### src/rtl/dmem_bridge.sv
// CPU data-memory bridge: forwards aligned loads/stores to a valid/ready bus,
// serves a small MMIO block locally, and reports faults and bus timeouts.
module dmem_bridge #(
    parameter int unsigned TIMEOUT_CYCLES = 255,
    parameter logic [31:0] MMIO_BASE      = 32'hFFFF_0000
) (
    input  logic        clk,
    input  logic        reset,
    input  logic [31:0] dmem_addr,
    input  logic [31:0] dmem_data_out,
    input  logic        dmem_read,
    input  logic        dmem_write,
    input  logic [3:0]  dmem_byte_enable,
    output logic [31:0] dmem_data_in,
    output logic        mem_stall,
    output logic        mem_fault,
    output logic        bus_req_valid,
    input  logic        bus_req_ready,
    output logic [31:0] bus_req_addr,
    output logic        bus_req_we,
    output logic [3:0]  bus_req_be,
    output logic [31:0] bus_req_wdata,
    input  logic        bus_rsp_valid,
    input  logic [31:0] bus_rsp_rdata,
    input  logic        bus_rsp_err
);
    localparam int unsigned DW = 32;
    localparam logic [DW-1:0] TMO_LIMIT = 32'(TIMEOUT_CYCLES);

    typedef enum logic [1:0] {
        S_IDLE = 2'd0,
        S_REQ  = 2'd1,
        S_RESP = 2'd2,
        S_DONE = 2'd3
    } state_e;

    state_e          state_q, state_d;
    logic [DW-1:0]   tmo_q, tmo_d;
    logic            fault_q, fault_d;
    logic [DW-1:0]   data_q, data_d;
    logic [DW-1:0]   addr_q, addr_d;
    logic            we_q, we_d;
    logic [3:0]      be_q, be_d;
    logic [DW-1:0]   wdata_q, wdata_d;
    logic [DW-1:0]   cycle_q, cycle_d;
    logic [DW-1:0]   scratch_q, scratch_d;

    logic            req_c;
    logic            fault_now_c;
    logic            nop_store_c;
    logic            is_mmio_c;
    logic            local_c;
    logic            expire_c;
    logic [DW-1:0]   mmio_rdata_c;

    // Classify the CPU request presented in IDLE
    always_comb begin
        req_c       = dmem_read | dmem_write;
        fault_now_c = (dmem_read & dmem_write)
                    | ((dmem_byte_enable == 4'b1111) && (dmem_addr[1:0] != 2'b00))
                    | (((dmem_byte_enable == 4'b0011) || (dmem_byte_enable == 4'b1100))
                       && dmem_addr[0]);
        nop_store_c = dmem_write & (dmem_byte_enable == 4'b0000);
        is_mmio_c   = (dmem_addr[31:16] == MMIO_BASE[31:16]);
        local_c     = fault_now_c | nop_store_c | is_mmio_c;
        expire_c    = (tmo_q + 32'd1) >= TMO_LIMIT;
    end

    // MMIO read mux: word 0 is the cycle counter, word 1 the scratch register
    always_comb begin
        mmio_rdata_c = '0;
        if (dmem_addr[15:2] == 14'd0) begin
            mmio_rdata_c = cycle_q;
        end else if (dmem_addr[15:2] == 14'd1) begin
            mmio_rdata_c = scratch_q;
        end
    end

    // FSM state register
    always_ff @(posedge clk) begin
        if (reset) begin
            state_q <= S_IDLE;
        end else begin
            state_q <= state_d;
        end
    end

    // FSM next-state logic; a real handshake/response wins over timeout
    always_comb begin
        state_d = state_q;
        case (state_q)
            S_IDLE: begin
                if (req_c) begin
                    state_d = local_c ? S_DONE : S_REQ;
                end
            end
            S_REQ: begin
                if (bus_req_ready) begin
                    state_d = S_RESP;
                end else if (expire_c) begin
                    state_d = S_DONE;
                end
            end
            S_RESP: begin
                if (bus_rsp_valid || expire_c) begin
                    state_d = S_DONE;
                end
            end
            default: state_d = S_IDLE;
        endcase
    end

    // FSM outputs decoded from the state register (stall also sees the request)
    always_comb begin
        mem_stall     = 1'b0;
        bus_req_valid = 1'b0;
        case (state_q)
            S_IDLE:  mem_stall = req_c;
            S_REQ: begin
                mem_stall     = 1'b1;
                bus_req_valid = 1'b1;
            end
            S_RESP:  mem_stall = 1'b1;
            default: mem_stall = 1'b0;
        endcase
    end

    // Datapath next values: payload capture, timeout, load data, MMIO registers
    always_comb begin
        tmo_d     = tmo_q;
        fault_d   = 1'b0;
        data_d    = data_q;
        addr_d    = addr_q;
        we_d      = we_q;
        be_d      = be_q;
        wdata_d   = wdata_q;
        cycle_d   = cycle_q + 32'd1;
        scratch_d = scratch_q;
        case (state_q)
            S_IDLE: begin
                if (req_c) begin
                    if (fault_now_c) begin
                        fault_d = 1'b1;
                        data_d  = '0;
                    end else if (nop_store_c) begin
                        data_d = data_q;
                    end else if (is_mmio_c) begin
                        if (dmem_read) begin
                            data_d = mmio_rdata_c;
                        end else if (dmem_addr[15:2] == 14'd1) begin
                            for (int i = 0; i < 4; i++) begin
                                if (dmem_byte_enable[i]) begin
                                    scratch_d[8*i +: 8] = dmem_data_out[8*i +: 8];
                                end
                            end
                        end
                    end else begin
                        tmo_d   = '0;
                        addr_d  = {dmem_addr[31:2], 2'b00};
                        we_d    = dmem_write;
                        be_d    = dmem_byte_enable;
                        wdata_d = dmem_data_out;
                    end
                end
            end
            S_REQ: begin
                tmo_d = tmo_q + 32'd1;
                if (!bus_req_ready && expire_c) begin
                    fault_d = 1'b1;
                    data_d  = '0;
                end
            end
            S_RESP: begin
                tmo_d = tmo_q + 32'd1;
                if (bus_rsp_valid) begin
                    if (bus_rsp_err) begin
                        fault_d = 1'b1;
                        data_d  = '0;
                    end else if (!we_q) begin
                        data_d = bus_rsp_rdata;
                    end
                end else if (expire_c) begin
                    fault_d = 1'b1;
                    data_d  = '0;
                end
            end
            default: fault_d = 1'b0;
        endcase
    end

    // Datapath registers
    always_ff @(posedge clk) begin
        if (reset) begin
            tmo_q     <= '0;
            fault_q   <= 1'b0;
            data_q    <= '0;
            addr_q    <= '0;
            we_q      <= 1'b0;
            be_q      <= '0;
            wdata_q   <= '0;
            cycle_q   <= '0;
            scratch_q <= '0;
        end else begin
            tmo_q     <= tmo_d;
            fault_q   <= fault_d;
            data_q    <= data_d;
            addr_q    <= addr_d;
            we_q      <= we_d;
            be_q      <= be_d;
            wdata_q   <= wdata_d;
            cycle_q   <= cycle_d;
            scratch_q <= scratch_d;
        end
    end

    assign dmem_data_in  = data_q;
    assign mem_fault     = fault_q;
    assign bus_req_addr  = addr_q;
    assign bus_req_we    = we_q;
    assign bus_req_be    = be_q;
    assign bus_req_wdata = wdata_q;

endmodule

### config.mk
export PLATFORM = sky130hd
export DESIGN_NAME = dmem_bridge
export DESIGN_NICKNAME = d
export VERILOG_FILES = /design/src/rtl/dmem_bridge.sv
export SDC_FILE = /design/constraint.sdc
export NUM_CORES = 1
export LEC_CHECK = 0
export CAP_MARGIN = 15
export CORE_MARGIN = 3
export CORE_UTILIZATION = 45
export DETAILED_ROUTE_END_ITERATION = 6
export HOLD_SLACK_MARGIN = 0.05
export PLACE_DENSITY = 0.73
export SYNTH_ARGS = -nofsm -noshare
export SYNTH_HDL_FRONTEND = slang
export SYNTH_SLANG_ARGS = --single-unit
### constraint.sdc
create_clock -name clk -period 6.5 [get_ports clk]
set_clock_uncertainty 0.15 [all_clocks]
set_input_delay 1.95 -clock clk [delete_from_list [all_inputs] [get_ports clk]]
set_output_delay 1.95 -clock clk [all_outputs]
set_load 0.05 [all_outputs]
==> results by stage, run 1 <==
Power and ir drop:
- The total leakage power is 0.00463 uW.
- IR analysis of the VDD net gives a maximum drop of 0.202 mV.
- The power density normalized to cell area is 312 nW/um2.

Floorplan:
- The floorplan step defined a core boundary enclosing 20400 um2.
- The floorplan die area is 22600 um2.
- The chip width is 150 um.
- Row generation in the floorplan step produced 52 rows.
- For this design the top-level I/O count stands at 211.
- In this run the vertical extent of the chip is 150 um.
- The starting density of the core is 46.0%.

Setup path:
- The largest driver fanout on the critical path is 12.
- The worst register-to-register path begins at tmo_q[0].
- The slowest stage of the critical path is the sky130_fd_sc_hd__clkdlybuf4s50_1 cell.
- The worst setup path is captured at a primary output.
- The count of cells along the worst register-to-register path is 10.
- The endpoint identified for the worst register-to-register timing path is dmem_data_in[12].
- The signal on the critical path passes through clkdlybuf4s50_1 > o21ai_0 > a21oi_1 > clkdlybuf4s50_1.
- The cell that appears most often on the critical path is sky130_fd_sc_hd__clkdlybuf4s50_1.
- The critical path is of the primary input to primary output type.
- The kind of cell adding the most delay to the critical path is buffers and inverters.
- The arrival time of data at the critical path endpoint is 3.79 ns.
- For flop-to-flop paths, the worst setup slack is 2.65 ns.
- The count of buffer and inverter cells on the critical path is 2.
- The data required time of the worst path is 4.40 ns.
- The startpoint type of the worst setup path is a primary input.
- The biggest cell delay along the critical path is 0.82 ns.

Logic synthesis:
- Of the synthesized area, sequential elements account for 42.3%.
- The number of warnings issued by yosys is 0.
- Multiplexer cells account for 10.9% of the synthesized area.
- The basic-gate share of the synthesized area counting and, or, nand and nor cells is 24.1%.
- The number of library cell types mapped by synthesis is 65.
- The adder-cell share of the synthesized area is 1.04%.
- Counting flops and latches in the post-synthesis netlist gives 198.
- Summing the areas of all xor and xnor instances in the mapped netlist gives 3.37% of the synthesized area.
- After synthesis the cells add up to 9360 um2.
- The proportion of register bits with asynchronous set or reset after synthesis is 0%.
- The synthesized instance count is 1153.
- The most used flip-flop cell after synthesis is sky130_fd_sc_hd__dfxtp_1.
- The synthesized netlist devotes 13.7% of its cell area to compound gates.
- In this run, synthesis inferred 0 flip-flops with an integrated enable.
- After synthesis, the largest family of logic cells by area is simple AND/OR/NAND/NOR gates.
- The average footprint of a synthesized cell is 8.12 um2.

Finish:
- The library cells used most frequently in the layout, excluding fill and tap cells, are sky130_fd_sc_hd__nand2_1 (212), sky130_fd_sc_hd__clkdlybuf4s50_1 (206), sky130_fd_sc_hd__dfxtp_1 (198).
- Cells with a size suffix above 1 make up 4.92% of the layout.
- The count of cells in the finished layout, fillers not included, comes to 1591.
- The antenna diode instance count is 0.
- The layout net count is 1422.
- The area growth from synthesis to layout is 29.4%.
- The library cell used most frequently in the layout, excluding fill and tap cells, is sky130_fd_sc_hd__nand2_1.

Clock tree:
- The clock-pin slew on the worst setup and hold paths is 0.08 ns.
- The clock net sink count is 198.
- The maximum clock path buffer count is 2.
- TritonCTS built the clock tree.
- The H-tree was split into 4 levels.
- After clock tree synthesis, the flow added hold-fix buffers numbering 0.
- The clock latency at the later pin of the worst-skew pair is 0.44 ns.
- Clock tree synthesis inserted a total of 17 buffers.
- The number of instances resized during post-cts repair is 0.
- The cell sitting at the root of the clock tree is a sky130_fd_sc_hd__clkbuf_16.
- The post-CTS setup repair buffer count is 0.

Job:
- The number of max-capacitance violations reported is 0.

Detailed routing:
- The detailed-route wire length per cell is 16.6 um.
- The final wirelength is 26300 um.
- The first detailed-routing pass ran for 5 iterations.
- For this run, design rule violations remaining after detail routing come to 0.
- The detailed router's first-iteration violation count is 645.
- Dividing the detail-routed via count by the number of cells gives 5.40.
- The routed layout has 8595 vias.
- The count of nets left with antenna violations once routing finished came out at 0.

STA:
- The final setup violation count is 0.
- Setup repair after global routing left no endpoint under its margin.
- At the pin with the least slew margin, the transition time is 1.05 ns.
- The final setup slack of the worst path is 0.606 ns.
- For the finished layout, the period the worst path requires is 5.89 ns.
- The final setup TNS is 0 ns.
- The worst pin sits at a relative slew slack of 30.0%.
- The final worst hold slack is 0.305 ns.
- The hold violation count in the final report is 0.
- The maximum operating frequency is 170 MHz.
- The worst path uses 90.7% of the clock period.
- The count of final max-slew check failures is 0.

Min path:
- The class of the tightest hold or removal check is flip-flop to flip-flop.
- The sink of the worst hold path is bus_req_wdata[0].
- The worst hold path depth is 2.
- The worst min-delay path startpoint is bus_req_wdata[0].

Global routing:
- The number of global-route vias before repair is 7944.
- The global-route total usage across every layer is 22.8%.
- The global-route wire length before repair is 41300 um.
- The maximum number of pins on one net before global-route repair is 101.
- The number of antenna violations at the first check in global routing came to 0.
- Summed over all layers, the global routing overflow is 0.

Placed design:
- The number of cells in the design after placement is 1559.
- Prior to clock tree synthesis, the placed netlist has a worst setup slack of 0.594 ns.
- Detailed placement ended at an HPWL of 18200 um.
- The quantity of I/O buffers inserted on ports is 208.
- The global placer's final weighted congestion is 0.918.

Outcome:
- The flow ran to the end, and the final reports show no timing, DRC or antenna violations.
[cell families (layout without fill, tap and decap cells)]
family / count (synthesis) / after routing
AO/OA/AOI/OAI: 219 / 219
XOR/XNOR: 36 / 36
adder cells (fa/ha/maj): 8 / 8
buffers and inverters: 95 / 262
flip-flops: 198 / 198
multiplexers: 102 / 102
other: 1 / 2
AND/OR/NAND/NOR: 494 / 494
[per-layer routing]
layer  vias up  GRT usage [%]  routed length, um
met3        32           5.24               1370
met5         -              0                  0
li1       4271              -                  -
met1      4056           30.0              11800
met2       236           37.6              12700
met4         0           6.18                471
[sequential cells by signal, summed over array words and instances (netlist names), 2 cells and up]
register       cells
state_q            2
bus_req_be         4
bus_req_addr      30
bus_req_wdata     32
scratch_q         32
cycle_q           32
tmo_q             32
dmem_data_in      32
[worst register-to-register path: stages, from the launching register on]
cell,delay (ns)
sky130_fd_sc_hd__dfxtp_1,0.48
sky130_fd_sc_hd__ha_1,0.26
sky130_fd_sc_hd__nand3_2,0.22
sky130_fd_sc_hd__nor3_4,0.53
sky130_fd_sc_hd__nand4_1,0.34
sky130_fd_sc_hd__mux2i_1,0.27
sky130_fd_sc_hd__nand4_1,0.26
sky130_fd_sc_hd__o41ai_4,0.26
sky130_fd_sc_hd__buf_4,0.56
sky130_fd_sc_hd__mux2i_1,0.32
sky130_fd_sc_hd__nor2_1,0.05
[worst max path at each step]
stage | from | to | slack (ns) | cells past startpoint
floorplan | dmem_write | mem_stall | 1.28 | 3
global placement | dmem_write | mem_stall | 0.62 | 4
detailed placement | dmem_write | mem_stall | 0.59 | 4
CTS | dmem_write | mem_stall | 0.60 | 4
global route | dmem_write | mem_stall | 0.51 | 4
finish | dmem_write | mem_stall | 0.61 | 4
[power breakdown]
group          switching (uW)  total [uW]  internal [uW]
clock                     531        1100            567
sequential               52.2        1350           1300
combinational             893        1330            438
[final cells by class]
cell class	instances	area (um2)
flip-flops and latches	198	3960
clock buffers	18	439
well taps	270	338
multi-input cells	861	4990
repair buffers	219	2160
inverters	11	41.3
fillers	1834	8250
clock inverters	14	180
[metrics by stage]
step / total power, uW / util [%] / instance area [um2]
3_5_place_dp: 2700 / 56.5 / 11500
2_1_floorplan: 2280 / - / 9370
5_1_grt: 3940 / 59.5 / 12100
6_report: 3780 / 59.5 / 12100
4_1_cts: 3800 / 59.5 / 12100
3_3_place_gp: 2690 / 56.5 / 11500
[synthesized netlist by cell type (all sizes together), types with 2 or more instances]
cell / number / area [um2]
nand2: 212 / 796
dfxtp: 198 / 3960
nor2: 136 / 513
mux2i: 101 / 1010
a21oi: 94 / 470
o21ai: 69 / 345
clkbuf: 63 / 239
nand3: 28 / 150
nand4: 25 / 178
buf: 21 / 139
xor2: 21 / 184
nor3: 20 / 111
xnor2: 15 / 131
or3: 12 / 85.1
inv: 11 / 41.3
o31ai: 11 / 82.6
nor4: 10 / 75.1
and2: 9 / 56.3
nor2b: 9 / 56.3
ha: 7 / 87.6
nand2b: 7 / 43.8
o41ai: 7 / 80.1
a22oi: 6 / 45.0
a31oi: 6 / 37.5
and3: 6 / 37.5
a21o: 5 / 37.5
nor3b: 5 / 37.5
or2: 5 / 31.3
and4: 4 / 35.0
or4: 4 / 33.8
a2bb2oi: 3 / 26.3
a311oi: 3 / 26.3
a211oi: 2 / 15.0
o21a: 2 / 15.0
(Power assumes the default switching activity.)
==> run 2, diff against run 1 <==
- PLACE_DENSITY: 0.73 -> 0.74
==> results by stage, run 2 (same netlist as run 1, synthesis figures left out) <==
Outcome:
- The flow ran to the end, and the final reports show no timing, DRC or antenna violations.

Floorplan:
- The area of the core is 20400 um2 (unchanged).
- The floorplan die area is 22600 um2 (unchanged).
- The starting density of the core was 46.0% (unchanged).
- The number of top-level design ports is 211 (unchanged).
- The row count is 52 (unchanged).
- The chip width is 150 um (unchanged).
- The die height is 150 um (unchanged).

Global routing:
- The maximum number of pins on one net before global-route repair is 97 (-4.0%).
- The number of antenna violations at the first check in global routing was 1 (+1).
- The global-route total usage across every layer is 23.1% (+0.38 points).
- The global-route wire length before repair is 42100 um (+1.9%).
- The number of global-route vias before repair is 8075 (+1.6%).
- The leftover overflow at the end of global routing is 0 (unchanged).

STA:
- The period utilization is 90.6% (about the same).
- The final setup TNS is 0 ns (unchanged).
- The post-layout minimum cycle time is 5.89 ns (-0.00252 ns).
- The final setup slack of the worst path came to 0.609 ns (+0.00252 ns).
- The count of final max-slew check failures is 0 (unchanged).
- The actual slew at the worst max-slew pin came to 0.956 ns (-0.0950 ns).
- Setup repair after global routing left no endpoint under its margin.
- The maximum operating frequency was 170 MHz (about the same).
- The final worst hold slack is 0.304 ns (-0.000796 ns).
- The final setup violation count was 0 (unchanged).
- The headroom to the max-slew limit was 36.3% (+6.3 points).
- The hold violation count in the final report came to 0 (unchanged).

Min path:
- The worst min-delay path startpoint is bus_req_wdata[3].
- The sink of the worst hold path is bus_req_wdata[3].
- The worst hold path depth is 2 (unchanged).
- The class of the tightest hold or removal check is flip-flop to flip-flop.

Setup path:
- The cell type with the highest occurrence count on the critical path is sky130_fd_sc_hd__clkdlybuf4s50_1.
- The startpoint type of the worst setup path is a primary input.
- The signal on the critical path passes through clkdlybuf4s50_1 > o21ai_0 > a21oi_1 > clkdlybuf4s50_1.
- The slowest cell on the critical path is sky130_fd_sc_hd__clkdlybuf4s50_1.
- The largest driver fanout on the critical path is 12 (unchanged).
- The kind of cell adding the most delay to the critical path is buffers and inverters.
- The count of buffer and inverter cells on the critical path is 2 (unchanged).
- The slack of the worst reg-to-reg path is 2.69 ns (+0.04 ns).
- The arrival time of data at the critical path endpoint is 3.79 ns (about the same).
- The data required time of the worst path came to 4.40 ns (about the same).
- The class of the most critical setup path is primary input to primary output.
- The startpoint identified for the worst register-to-register timing path is tmo_q[0].
- The worst register-to-register path ends at dmem_data_in[8].
- The critical path endpoint category is a primary output.
- The biggest cell delay along the critical path is 0.82 ns (about the same).
- The count of cells along the worst register-to-register path is 10 (unchanged).

Power and ir drop:
- The internal cell power was 2330 uW (+1.4%).
- The relative contribution of sequential cells to total power was 35.7% (about the same).
- The combinational power share was 35.1% (about the same).
- The power density normalized to cell area is 312 nW/um2 (+0.22%).
- The total leakage power is 0.00462 uW (-0.21%).
- The share of power burned in the clock network is 29.3% (+0.2 points).
- The reported net switching power is 1440 uW (-2.1%).
- The maximum resistive drop on vdd is 0.216 mV (+6.9%).
- The switching share of power is 38.2% (-0.85 points).

Job:
- The number of max-capacitance violations reported is 0 (unchanged).

Finish:
- The layout net count is 1420 (-0.14%).
- The most common library cell in the layout ignoring fill and taps is sky130_fd_sc_hd__nand2_1.
- The final core utilization is 59.4% (-0.11 points).
- The multi-input logic area is 4990 um2 (unchanged).
- The fraction of layout instances using a drive strength above 1 is 4.70% (-0.22 points).
- In the layout the commonest cells are sky130_fd_sc_hd__nand2_1 (212), sky130_fd_sc_hd__clkdlybuf4s50_1 (206), sky130_fd_sc_hd__dfxtp_1 (198).
- The growth of design area from synthesis to finish is 29.2%.
- The antenna diode instance count is 0 (unchanged).
- The filler cell count in the final layout is 1792 (-2.3%).
- The area used by sequential logic in the layout was 3960 um2 (unchanged).

Clock tree:
- The clock latency at the later pin of the worst-skew pair is 0.43 ns (about the same).
- The post-CTS setup repair buffer count is 0 (unchanged).
- The clock buffer count from CTS was 17 (unchanged).
- The CTS H-tree depth was 4 (unchanged).
- The hold buffer count at CTS came to 0 (unchanged).
- The clock-pin slew on the worst setup and hold paths is 0.07 ns (about the same).
- TritonCTS built the clock tree.
- The number of instances resized during post-cts repair came to 0 (unchanged).
- The clock net sink count is 198 (unchanged).
- The maximum clock path buffer count is 2 (unchanged).
- The tree is rooted in a sky130_fd_sc_hd__clkbuf_16.

Detailed routing:
- The detailed router's first-iteration violation count is 622 (-3.6%).
- The antenna violation net count after detailed routing came to 0 (unchanged).
- The total number of vias is 8543 (-0.61%).
- The number of iterations in the first detailed-routing pass came to 5 (unchanged).
- The post-route DRC violation count was 0 (unchanged).
- The detailed-route wire length per cell is 16.6 um (+0.46%).
- The per-cell via count in the routed design is 5.38 (-0.48%).
- The final wirelength is 26400 um (+0.34%).

Placed design:
- The global placer's final weighted congestion is 0.897 (-2.2%).
- The final HPWL from detailed placement is 18000 um (-1.1%).
- The quantity of I/O buffers inserted on ports is 208 (unchanged).
- The worst-case setup slack after placement is 0.634 ns (+0.0404 ns).
==> run 2: cell count changes in the layout (fill, tap and decap cells not counted), sizes merged <==
cell,change
buf,-2
bufinv,+1
clkbuf,+2
clkinv,-4
inv,+1
==> run 2: final cells by class <==
cell class,count,area share (%)
flip-flops and latches,198,32.8
multi-input cells,861,41.3
repair buffers,217,17.7
clock inverters,12,1.28
well taps,270,2.79
clock buffers,20,3.78
inverters,11,0.341
==> run 2: metal layers <==
metal	track usage, %	vias up	wire, um
li1	-	4278	-
met1	30.5	4018	11800
met2	38.1	216	12700
met3	5.18	29	1440
met4	6.68	2	468
met5	0	-	11
==> run 2: power groups by stage <==
stage	Clock, uW	Combinational [uW]	Sequential, uW
4_1_cts	1120	1330	1350
5_1_grt	1170	1420	1360
6_report	1110	1330	1350
2_1_floorplan	0	654	1620
3_5_place_dp	0	1330	1380
3_3_place_gp	0	1320	1370
==> run 2: tightest hold or removal path: cells and delay by family, from the launching register on <==
kind	cells	cell delay (ns)
AO/OA/AOI/OAI	1	0.05
AND/OR/NAND/NOR	1	0.05
flip-flops	1	0.31
==> run 2: worst max path at each step <==
stage	start	depth (start not counted)	endpoint	slack (ns)
2_1_floorplan	dmem_write	3	mem_stall	1.28
3_3_place_gp	dmem_write	4	mem_stall	0.61
3_5_place_dp	dmem_write	4	mem_stall	0.63
4_1_cts	dmem_write	4	mem_stall	0.63
5_1_grt	dmem_write	4	mem_stall	0.51
6_report	dmem_write	4	mem_stall	0.61
==> run 2: stage by stage <==
stage,cells,total power (uW),area [um2]
finish,1589,3780,12100
global route,1589,3950,12100
CTS,1589,3800,12100
detailed placement,1557,2700,11500
global placement,1557,2690,11500
floorplan,1154,2280,9370
